==> config.mk <==
export PLATFORM = sky130hd
export DESIGN_NAME = logic_gates_sweeper
export DESIGN_NICKNAME = d
export VERILOG_FILES = /design/src/rtl/logic_gates_pkg.sv /design/src/rtl/logic_gates_sweeper.sv
export SDC_FILE = /design/constraint.sdc
export NUM_CORES = 1
export LEC_CHECK = 0
export BUFFER_PORTS_ARGS = -buffer_cell sky130_fd_sc_hd__buf_2
export CORE_AREA = 4 4 90 75
export CTS_CLUSTER_DIAMETER = 60
export DETAILED_ROUTE_END_ITERATION = 16
export DIE_AREA = 0 0 94 79
export PLACE_DENSITY = 0.74
export SYNTH_ARGS = -nofsm -noshare
export SYNTH_HDL_FRONTEND = slang
export SYNTH_SLANG_ARGS = --single-unit
==> constraint.sdc <==
create_clock -name clk -period 2.1 [get_ports clk]
set_input_delay 0.42 -clock clk [delete_from_list [all_inputs] [get_ports clk]]
set_output_delay 0.42 -clock clk [all_outputs]
set_load 0.02 [all_outputs]
==> src/rtl/logic_gates_pkg.sv <==
// Shared definitions for the LogicGates unit, its sweeper and benches:
// gate-type codes, sweep sizes and the reference gate function.
package logic_gates_pkg;

  localparam int unsigned NUM_GATES   = 7;
  localparam int unsigned NUM_VECTORS = 28;
  localparam int unsigned IDX_W       = 5;
  localparam int unsigned SETTLE_W    = 4;

  localparam logic [IDX_W-1:0] NO_FAIL = 5'h1F;

  typedef enum logic [2:0] {
    GATE_AND  = 3'd0,
    GATE_OR   = 3'd1,
    GATE_NOT  = 3'd2,
    GATE_NAND = 3'd3,
    GATE_NOR  = 3'd4,
    GATE_XOR  = 3'd5,
    GATE_XNOR = 3'd6,
    GATE_RSVD = 3'd7
  } gate_type_e;

  // Expected LogicGates.O; NOT ignores b, the unused code reads as 0.
  function automatic logic gate_ref(input logic a, input logic b, input gate_type_e gateType);
    logic o;
    o = 1'b0;
    case (gateType)
      GATE_AND:  o = a & b;
      GATE_OR:   o = a | b;
      GATE_NOT:  o = ~a;
      GATE_NAND: o = ~(a & b);
      GATE_NOR:  o = ~(a | b);
      GATE_XOR:  o = a ^ b;
      GATE_XNOR: o = ~(a ^ b);
      default:   o = 1'b0;
    endcase
    return o;
  endfunction

endpackage

==> src/rtl/logic_gates_sweeper.sv <==
// Exhaustive self-checking sweeper for LogicGates: drives all 28 vectors,
// scores gate_o against the package reference and pulses done with the verdict.
module logic_gates_sweeper
  import logic_gates_pkg::*;
#(
  parameter int unsigned SETTLE_CYCLES = 1
) (
  input  logic        clk,
  input  logic        rst,
  input  logic        start,
  output logic        busy,
  output logic        done,
  output logic        pass,
  output logic [4:0]  err_count,
  output logic [4:0]  first_fail,
  output logic [27:0] result,
  output logic        gate_a,
  output logic        gate_b,
  output logic [2:0]  gate_type,
  input  logic        gate_o
);

  typedef enum logic [2:0] {
    IDLE   = 3'd0,
    DRIVE  = 3'd1,
    SETTLE = 3'd2,
    SAMPLE = 3'd3,
    FINISH = 3'd4
  } state_e;

  localparam logic [IDX_W-1:0]    LAST_IDX   = IDX_W'(NUM_VECTORS - 1);
  localparam logic [SETTLE_W-1:0] SETTLE_END = SETTLE_W'(SETTLE_CYCLES - 2);

  state_e              state;
  logic [IDX_W-1:0]    idx;
  logic [SETTLE_W-1:0] settleCnt;
  logic                expected;

  assign expected = gate_ref(gate_a, gate_b, gate_type_e'(gate_type));

  always_ff @(posedge clk) begin
    if (rst) begin
      state      <= IDLE;
      idx        <= '0;
      settleCnt  <= '0;
      busy       <= 1'b0;
      done       <= 1'b0;
      pass       <= 1'b0;
      err_count  <= '0;
      first_fail <= NO_FAIL;
      result     <= '0;
      gate_a     <= 1'b0;
      gate_b     <= 1'b0;
      gate_type  <= 3'd0;
    end else begin
      done <= 1'b0;
      case (state)
        IDLE: begin
          if (start) begin
            result     <= '0;
            err_count  <= '0;
            first_fail <= NO_FAIL;
            pass       <= 1'b0;
            idx        <= '0;
            state      <= DRIVE;
          end
        end
        DRIVE: begin
          gate_type <= idx[4:2];
          gate_a    <= idx[1];
          gate_b    <= idx[0];
          busy      <= 1'b1;
          settleCnt <= '0;
          state     <= (SETTLE_CYCLES > 1) ? SETTLE : SAMPLE;
        end
        // Extra hold cycles so gate_o gets SETTLE_CYCLES full cycles.
        SETTLE: begin
          if (settleCnt == SETTLE_END) begin
            state <= SAMPLE;
          end else begin
            settleCnt <= settleCnt + SETTLE_W'(1);
          end
        end
        SAMPLE: begin
          result[idx] <= gate_o;
          if (gate_o != expected) begin
            err_count <= err_count + 5'd1;
            if (first_fail == NO_FAIL) begin
              first_fail <= idx;
            end
          end
          if (idx == LAST_IDX) begin
            busy  <= 1'b0;
            state <= FINISH;
          end else begin
            idx   <= idx + IDX_W'(1);
            state <= DRIVE;
          end
        end
        FINISH: begin
          done  <= 1'b1;
          pass  <= (err_count == 5'd0);
          state <= IDLE;
        end
        default: state <= IDLE;
      endcase
    end
  end

endmodule

### Word-level counts from Yosys, hierarchy flattened

Index checks and enable logic that the tools add are counted.

* register bits: 58
* output and inout bits: 46
* word-level logic and storage cells: 87

* add/sub/neg operators: 3
* $lt $le $gt $ge: 2
* equality and inequality tests: 21
* mux-type cells: 26
* bitwise logic cells: 7
* reductions and logical operators: 16

Operator list (count)
* case mux 28 bit (2 select lines): 1
* 2-to-1 mux 5 bit: 6
* case mux 5 bit (2 select lines): 3
* bitwise mux 28 bit: 1
* 2-to-1 mux 28 bit: 1
* != test 2 bit (second input constant): 7
* == test 3 x 2 -> 1 bit (second input constant): 4
* == test 3 bit (second input constant): 4
* case mux 3 bit (4 select lines): 1
* adder 5 x 1 -> 5 bit (second input constant): 2
* == test 5 bit (second input constant): 2
* AND reduction 2 bit: 5
* 2-to-1 mux 3 bit: 3
* case mux 4 bit (2 select lines): 1
* nonzero test 2 bit: 4
* case mux 1 bit (7 select lines): 1
* == test 3 x 1 -> 1 bit (second input constant): 2
* logical NOT 3 bit: 2
* less-than comparator 5 x 6 -> 1 bit (second input constant): 1
* AND reduction 3 bit: 2
* demux 1 bit (select 5 bit): 1
* greater-or-equal comparator 5 x 1 -> 1 bit (second input constant): 1
* logical NOT 5 bit: 1
* adder 4 x 1 -> 4 bit (second input constant): 1
* other kinds (11): 18

### Longest topological paths before layout

Gate-level depths: netlist of run 1.

* depth after elaboration: 6
* depth in mapped cells: 8
* mapped depth without buffers: 7

### Worst setup path before layout of run 1

Ideal clock, no wire load.

* kind: register to register
* from: reg gate_a
* to: reg err_count[0]
* setup time: 0.121 ns
* arrival: 2.043 ns
* required time: 1.979 ns
* setup slack: -0.065 ns
* cell stages (with the launch flop): 8
* path buffers: 0
* period minus slack after synthesis: 2.165 ns
* cells stage by stage: dfxtp_1 > inv_1 > ha_1 > mux2_2 > o21ai_1 > a21oi_2 > nor3_4 > mux2_4

* cells in the longest elaborated chain, start to end: 6

RTL lines
* from (decl): line logic_gates_sweeper.sv:17 `output logic gate_a,`
* from (signal assigned): line logic_gates_sweeper.sv:70 `gate_a <= idx[1];`
* bitwise XOR 1 bit, or another cell as far along: line logic_gates_pkg.sv:33, logic_gates_pkg.sv:34
* inverter 1 bit, on equally long branches: line logic_gates_pkg.sv:34, logic_gates_pkg.sv:31, logic_gates_pkg.sv:32
* case mux 1 bit (7 select lines) (*): line logic_gates_pkg.sv:27 `case (gateType)`
* != test 1 bit (*): line logic_gates_sweeper.sv:86 `if (gate_o != expected) begin`
* != test 2 bit (no line) (*)
* AND reduction 3 bit (no line) (*)
* to (signal assigned): line logic_gates_sweeper.sv:87 `err_count <= err_count + 5'd1;`
* to (decl): line logic_gates_sweeper.sv:14 `output logic [4:0] err_count,`

Every way passes the cells marked *; elsewhere a longest branch is shown, timed or not.
A chain may end at the register's enable or synchronous reset.

### Worst setup path after layout of run 1

Same ends and word-level chain as after synthesis.

==> results of run 1 <==
==> sequential cells by signal (all words and copies together), names as in the netlist, 3 cells and up <==
name        count
result         28
err_count       5
first_fail      5
idx             5
settleCnt       4
gate_type       3
state           3
==> cells in the final DEF (no fill, tap or decap), types with 5 or more instances in the layout <==
| master | Yosys | final |
|---|---|---|
| o21ai_0 | 11 | 11 |
| a31oi_1 | 5 | 5 |
| inv_1 | 10 | 10 |
| dfxtp_1 | 58 | 56 |
| nand2_1 | 29 | 29 |
| buf_4 | 0 | 15 |
| buf_2 | 3 | 49 |
| o211ai_1 | 27 | 27 |
| ha_1 | 9 | 9 |
| nor3_1 | 7 | 7 |
| nand3_1 | 28 | 28 |
| nor2_1 | 30 | 30 |
| clkbuf_8 | 0 | 12 |
| and2_1 | 6 | 6 |
| a21oi_1 | 31 | 31 |
==> power by group through the flow <==
| stage | clock network (mW) | logic (mW) | registers, mW |
|---|---|---|---|
| after global placement | 0 | 0.269 | 1.17 |
| final | 0.945 | 0.277 | 1.15 |
| after CTS | 0.967 | 0.273 | 1.15 |
| after global routing | 1.03 | 0.304 | 1.15 |
| after detailed placement | 0 | 0.272 | 1.17 |
| after floorplan | 0 | 0.204 | 1.17 |
==> final cells by class <==
type                       instances  area [um2]
fill                             547        2410
multi-input combinational        249        1560
sequential                        58        1170
timing repair buffer              64         358
clock buffer                      14         173
tap                               81         101
inverter                          10        37.5
clock inverter                     2        10.0
==> worst max-delay path by stage <==
| stage | cells past startpoint | end | start |
|---|---|---|---|
| after detailed placement | 7 | err_count[2]$_SDFFE_PP0P_ | gate_a$_SDFFE_PP0P_ |
| after CTS | 7 | err_count[2]$_SDFFE_PP0P_ | gate_a$_SDFFE_PP0P_ |
| after global routing | 8 | first_fail[4]$_SDFFE_PP1P_ | gate_a$_SDFFE_PP0P_ |
| after global placement | 7 | err_count[2]$_SDFFE_PP0P_ | gate_a$_SDFFE_PP0P_ |
| final | 7 | err_count[0]$_SDFFE_PP0P_ | gate_a$_SDFFE_PP0P_ |
| after floorplan | 7 | err_count[0]$_SDFFE_PP0P_ | gate_a$_SDFFE_PP0P_ |
==> cells by family (layout without fill, tap and decap cells) <==
group	count (synthesis)	in the layout	share of synthesized area, %
buf+inv	33	90	5.24
compound gates	89	89	20.2
fa+ha+maj	9	9	3.93
mux	4	4	1.66
simple gates	141	141	26.6
flops	58	58	40.5
xor+xnor	6	6	1.83
==> metrics by stage <==
step                      setup slack [ns]  utilization, %
final                                0.133            58.5
after global routing                0.0132            58.5
after CTS                           0.0784            58.4
after detailed placement            0.0858            55.2
after global placement               0.135            55.2
after floorplan                     0.0319               -
==> worst register-to-register path: cells and delay by family, from the launching register on <==
kind,cells,cell delay (ns)
muxes,2,0.64
DFF,1,0.36
and+or+nand+nor,2,0.29
adders and majority gates,1,0.28
AOI/OAI and AO/OA,1,0.25
buffers and inverters,1,0.05
==> cell usage after synthesis, types with 5 or more instances <==
master,count
nand3_1,28
dfxtp_1,58
nor3_1,7
and2_1,6
nand2_1,29
o211ai_1,27
o21ai_0,11
ha_1,9
inv_1,10
nor2_1,30
a21oi_1,31
clkbuf_1,15
a31oi_1,5
==> routing by layer <==
layer  global-route usage, %  up-vias  wire length, um
li1                        -     1336                -
met1                    28.0     1272             3220
met2                    31.8       94             3250
met3                    6.25        8              632
met4                    8.66        0               86
met5                       0        -                0
==> flow_summary.yaml, run 1 <==
timing:
  finClkSkew_ns: 0.00908
  fmax_mhz: 508
  slew_headroom_pct: 65.0
  hold_ws_ns: 0.364
  fin_crit_sh_pct: 93.7
  finalCriticalPeriod_ns: 1.97
  worst_pin_slew_ns: 0.519
  setup_tns_ns: 0
  slew_viol_final: 0
  rsz0062_at_grt: "false"
  setup_viol: 0
  hold_viol_final: 0
place:
  finalWeightedCongestion: 0.836
  place_hpwl_um: 5120
  port_buffers: 49
  place_area_um2: 3210
  dp_cells: 462
logic_synthesis:
  synth_top_area_share_pct: 40.5
  netlist_instances: 340
  yosysWarnings: 0
  synth_top_cell_by_area: "dfxtp_1"
  synth_cell_types: 52
  synthesis.area_um2: 2860
  synth_top_cells_by_area: "dfxtp_1 (41%), o211ai_1 (7.1%), a21oi_1 (5.4%)"
  synth-edff-count: 0
  async_flop_share_pct: 0
  syn_area_per_cell_um2: 8.42
  syn-num-nets: 353
  yosysSeqAreaShare_pct: 40.5
  synth-seq-cells: 58
  synth_ff_type: "dfxtp_1"
pwr:
  power.internal_mw: 1.73
  total_power_mw: 2.37
  combPwrFrac_pct: 11.7
  ir_worst_vdd_uv: 479
  power_switching_mw: 0.634
  clock_power_share_pct: 39.9
  leakage_nw: 1.34
  pwr-share-seq_pct: 48.4
  cellPowerDensity_nw_per_um2: 696
  swShare_pct: 26.8
clock_network:
  clock-sinks: 58
  clk_latency_ns: 0.34
  cts_resized: 0
  cts_buffers: 9
  clk_transition_reported_paths_ns: 0.07
  cts_setup_buffers: 0
  clk_path_buf_depth: 2
  cts_tree: "yes"
  ctsHoldBuffers: 0
  htreeDepth: 3
  root_buffer: "clkbuf_8"
routing:
  drc: 0
  vias: 2710
  wirelength_um: 7190
  wire_per_inst_um: 15.0
  drtIter0Drc: 251
  ant_nets: 0
  via_per_inst: 5.67
  firstDrtPassIters: 4
worst_setup_path:
  worst_setup_path_start_kind: "flip-flop"
  critical_path.most_common_cell: "nor3_4"
  arrival_ns: 2.20
  critPathMaxFanout: 5
  worstRegToRegCells: 7
  critical_path_buf_inv_count: 1
  crit_type: "flip-flop to flip-flop"
  slowest_stage: "dfxtp_4"
  path_cells: "inv_1 > ha_1 > mux2_2 > o21a_2 > nor3_4 > nor3_4 > mux2_4"
  reg2reg_slack_ns: 0.13
  slowest_delay_ns: 0.36
  cp_top_family: "multiplexers"
  endpoint_kind: "flip-flop"
  crit_required_ns: 2.33
  crit-reg2reg-launch: "gate_a$_SDFFE_PP0P_"
  reg2reg_to: "err_count[0]$_SDFFE_PP0P_"
worst_hold_path:
  holdPathEnd: "gate_type[1]$_SDFFE_PP0P_"
  hold_class: "primary input to flip-flop"
  holdCritStartpoint: "rst"
  worstHoldPathCells: 2
global_route:
  overflow: 0
  grt_pass1_wl_um: 12400
  grt_pass1_vias: 2578
  antenna_found_initial: 0
  grt_max_degree: 29
  gr-usage-all-layers_pct: 21.0
die:
  rows: 25
  start_util_pct: 49.2
  pin_count: 50
  core_um2: 5820
  fp.dieH_um: 79
  die-width_um: 94
  die_area_um2: 7430
finish:
  syn_to_final_growth_pct: 18.8
  nets: 405
  post_layout_nonfiller_instances: 478
  drive_above_1_share_pct: 24.2
  final_cell_area_um2: 3400
  diodes: 0
run_status:
  run_status: "complete, no violations"
flow_run:
  maxCapViolCount: 0
(Power assumes the default switching activity.)
==> inputs of run 2 (changes only) <==
--- a/config.mk
+++ b/config.mk
@@ -5,11 +5,12 @@
 export SDC_FILE = /design/constraint.sdc
 export NUM_CORES = 1
 export LEC_CHECK = 0
+export ABC_AREA = 1
 export BUFFER_PORTS_ARGS = -buffer_cell sky130_fd_sc_hd__buf_2
-export CORE_AREA = 4 4 90 75
+export CORE_AREA = 4 4 88 74
 export CTS_CLUSTER_DIAMETER = 60
 export DETAILED_ROUTE_END_ITERATION = 16
-export DIE_AREA = 0 0 94 79
+export DIE_AREA = 0 0 92 78
 export PLACE_DENSITY = 0.74
 export SYNTH_ARGS = -nofsm -noshare
 export SYNTH_HDL_FRONTEND = slang
==> run 2 against run 1 <==
  * Clock-buffer cell count down 3
  * Die area down 3.4%
  * Clock skew down 0.0026 ns
  * Final cell count up 0.84%
  * Synthesized cell count up 0.29%
  * Fmax up 12%
  * Largest power group unchanged
==> flow_summary.yaml, run 2 <==
clock_network:
  cts_resized: 0
  cts_buffers: 9
  clock-sinks: 58
  cts_setup_buffers: 0
  root_buffer: "clkbuf_8"
  clk_path_buf_depth: 2
  clk_latency_ns: 0.34
  cts_tree: "yes"
  htreeDepth: 3
  clk_transition_reported_paths_ns: 0.06
  ctsHoldBuffers: 0
global_route:
  grt_pass1_wl_um: 11000
  antenna_found_initial: 0
  grt_max_degree: 21
  grt_pass1_vias: 2277
  overflow: 0
  gr-usage-all-layers_pct: 19.3
logic_synthesis:
  syn_area_per_cell_um2: 7.98
  synth_ff_type: "dfxtp_1"
  synth_compound_area_share_pct: 20.2
  synth-edff-count: 0
  syn-num-nets: 354
  async_flop_share_pct: 0
  synth-xor-area-share_pct: 0.965
  yosysWarnings: 0
  synth_top_cell_by_area: "dfxtp_1"
  yosysSeqAreaShare_pct: 42.6
  yosys.area_share.simple_pct: 24.2
  synth_top_cells_by_area: "dfxtp_1 (43%), nand2_1 (7.4%), a21oi_1 (5.5%)"
  yosys-mux-area-fraction_pct: 0
  synth_top_area_share_pct: 42.6
  synth-seq-cells: 58
  netlist_instances: 341
  synth_cell_types: 37
  ys_top_cells_by_count: "dfxtp_1 (58), nand2_1 (54), inv_1 (32)"
  synth_top_family_by_area: "simple AND/OR/NAND/NOR gates"
  synth_fa_ha_area_share_pct: 4.14
  yosysMostFrequentCell: "dfxtp_1"
  synthesis.area_um2: 2720
worst_setup_path:
  worst_setup_path_start_kind: "flip-flop"
  crit_start: "gate_a$_SDFFE_PP0P_"
  arrival_ns: 1.98
  path_cells: "inv_1 > ha_1 > o21ai_0 > nand3_1 > nand2_1 > nand2_1 > nand3_1 > nand2_2 > nand2_1 > nand3_1"
  crit_type: "flip-flop to flip-flop"
  crit-reg2reg-launch: "gate_a$_SDFFE_PP0P_"
  slowest_stage: "dfxtp_1"
  critPathMaxFanout: 6
  endpoint_kind: "flip-flop"
  slowest_delay_ns: 0.39
  crit_required_ns: 2.32
pwr:
  ir_worst_vdd_uv: 741
  cellPowerDensity_nw_per_um2: 997
  total_power_mw: 3.26
  leakage_nw: 1.40
die:
  rows: 25
  core_um2: 5690
  die_area_um2: 7180
  die-width_um: 92
  start_util_pct: 47.8
  pin_count: 50
  fp.dieH_um: 78
timing:
  finClkSkew_ns: 0.00645
  worst_pin_slew_ns: 0.366
  slew_headroom_pct: 75.5
  setup_tns_ns: 0
  fmax_mhz: 567
  rsz0062_at_grt: "false"
  setup_viol: 0
  slew_viol_final: 0
  fin_crit_sh_pct: 83.9
  finalCriticalPeriod_ns: 1.76
  hold_viol_final: 0
place:
  place_hpwl_um: 4850
  finalWeightedCongestion: 0.812
  dp_cells: 466
  port_buffers: 49
finish:
  final_common_cell: "dfxtp_1"
  syn_to_final_growth_pct: 20.2
  drive_above_1_share_pct: 22.9
  largest_register_ffs: 28
  nets: 409
  largest_register: "result"
  final_cell_mix: "dfxtp_1 (58), nand2_1 (54), buf_2 (49), inv_1 (32)"
  post_layout_nonfiller_instances: 482
  diodes: 0
routing:
  drc: 0
  via_per_inst: 5.19
  vias: 2500
  firstDrtPassIters: 4
  wire_per_inst_um: 13.5
  drtIter0Drc: 151
  wirelength_um: 6490
  ant_nets: 0
worst_hold_path:
  holdCritStartpoint: "gate_o"
  hold_class: "primary input to flip-flop"
flow_run:
  maxCapViolCount: 0
run_status:
  run_status: "complete, no violations"
-- run 2: cell types whose count changed in the layout (fill, tap and decap cells not counted), moves of 8 or more --
cell | previous run | this run
nand2_1 | 29 | 54
a211oi_1 | 1 | 10
inv_1 | 10 | 32
nor2_1 | 30 | 22
inv_2 | 0 | 8
o211ai_1 | 27 | 1
o21ai_0 | 11 | 22
buf_4 | 15 | 6
-- run 2: report_power, final --
group | switching (mW) | internal [mW]
Combinational | 0.583 | 0.266
Sequential | 0.0924 | 1.19
Clock | 0.432 | 0.696
-- run 2: worst max-delay path, delay by kind of cell, from the launching register on --
family | cells | cell delay, ns
compound gates | 1 | 0.15
fa+ha+maj | 1 | 0.31
buf+inv | 1 | 0.07
simple gates | 7 | 0.71
flops | 1 | 0.39
-- run 2: cells by family after synthesis --
family                   Yosys count
AND/OR/NAND/NOR                  131
AO/OA/AOI/OAI                     88
flip-flops                        58
buffers and inverters             52
adder cells (fa/ha/maj)            9
XOR/XNOR                           3
-- run 2: area by class of cell --
cell class,count,area [um2]
multi-input combinational,231,1350
timing repair buffer,55,290
fill,558,2420
clock inverter,5,77.6
inverter,41,154
clock buffer,11,141
tap,81,101
sequential,58,1160
-- run 2: path summary, 6_finish.rpt --
| path | endpoint | slack, ns | cells after the start |
|---|---|---|---|
| worst max-delay path | first_fail[2]$_SDFFE_PP1P_ | 0.34 | 10 |
| worst min-delay path | result[23]$_SDFFE_PP0P_ | 0.41 | 2 |
| worst min register to register | result[24]$_SDFFE_PP0P_ | 0.47 | 2 |
| worst max register to register | first_fail[2]$_SDFFE_PP1P_ | 0.34 | 10 |
-- run 2: through the flow --
stage,util (%),setup WS (ns),hold slack [ns],cell area [um2]
6_report,57.5,0.337,0.413,3270
5_1_grt,57.5,0.0915,0.405,3270
4_1_cts,57.5,0.334,0.395,3270
3_5_place_dp,53.6,0.348,0.455,3050
3_3_place_gp,53.6,0.428,0.456,3050
2_1_floorplan,-,0.366,0.446,2720
-- run 2: metal layers --
layer	vias to the layer above	global-route usage (%)	routed length (um)
li1	1284	-	-
met1	1154	26.9	3240
met2	51	27.6	2780
met3	11	6.78	386
met4	0	6.08	86
met5	-	0	0
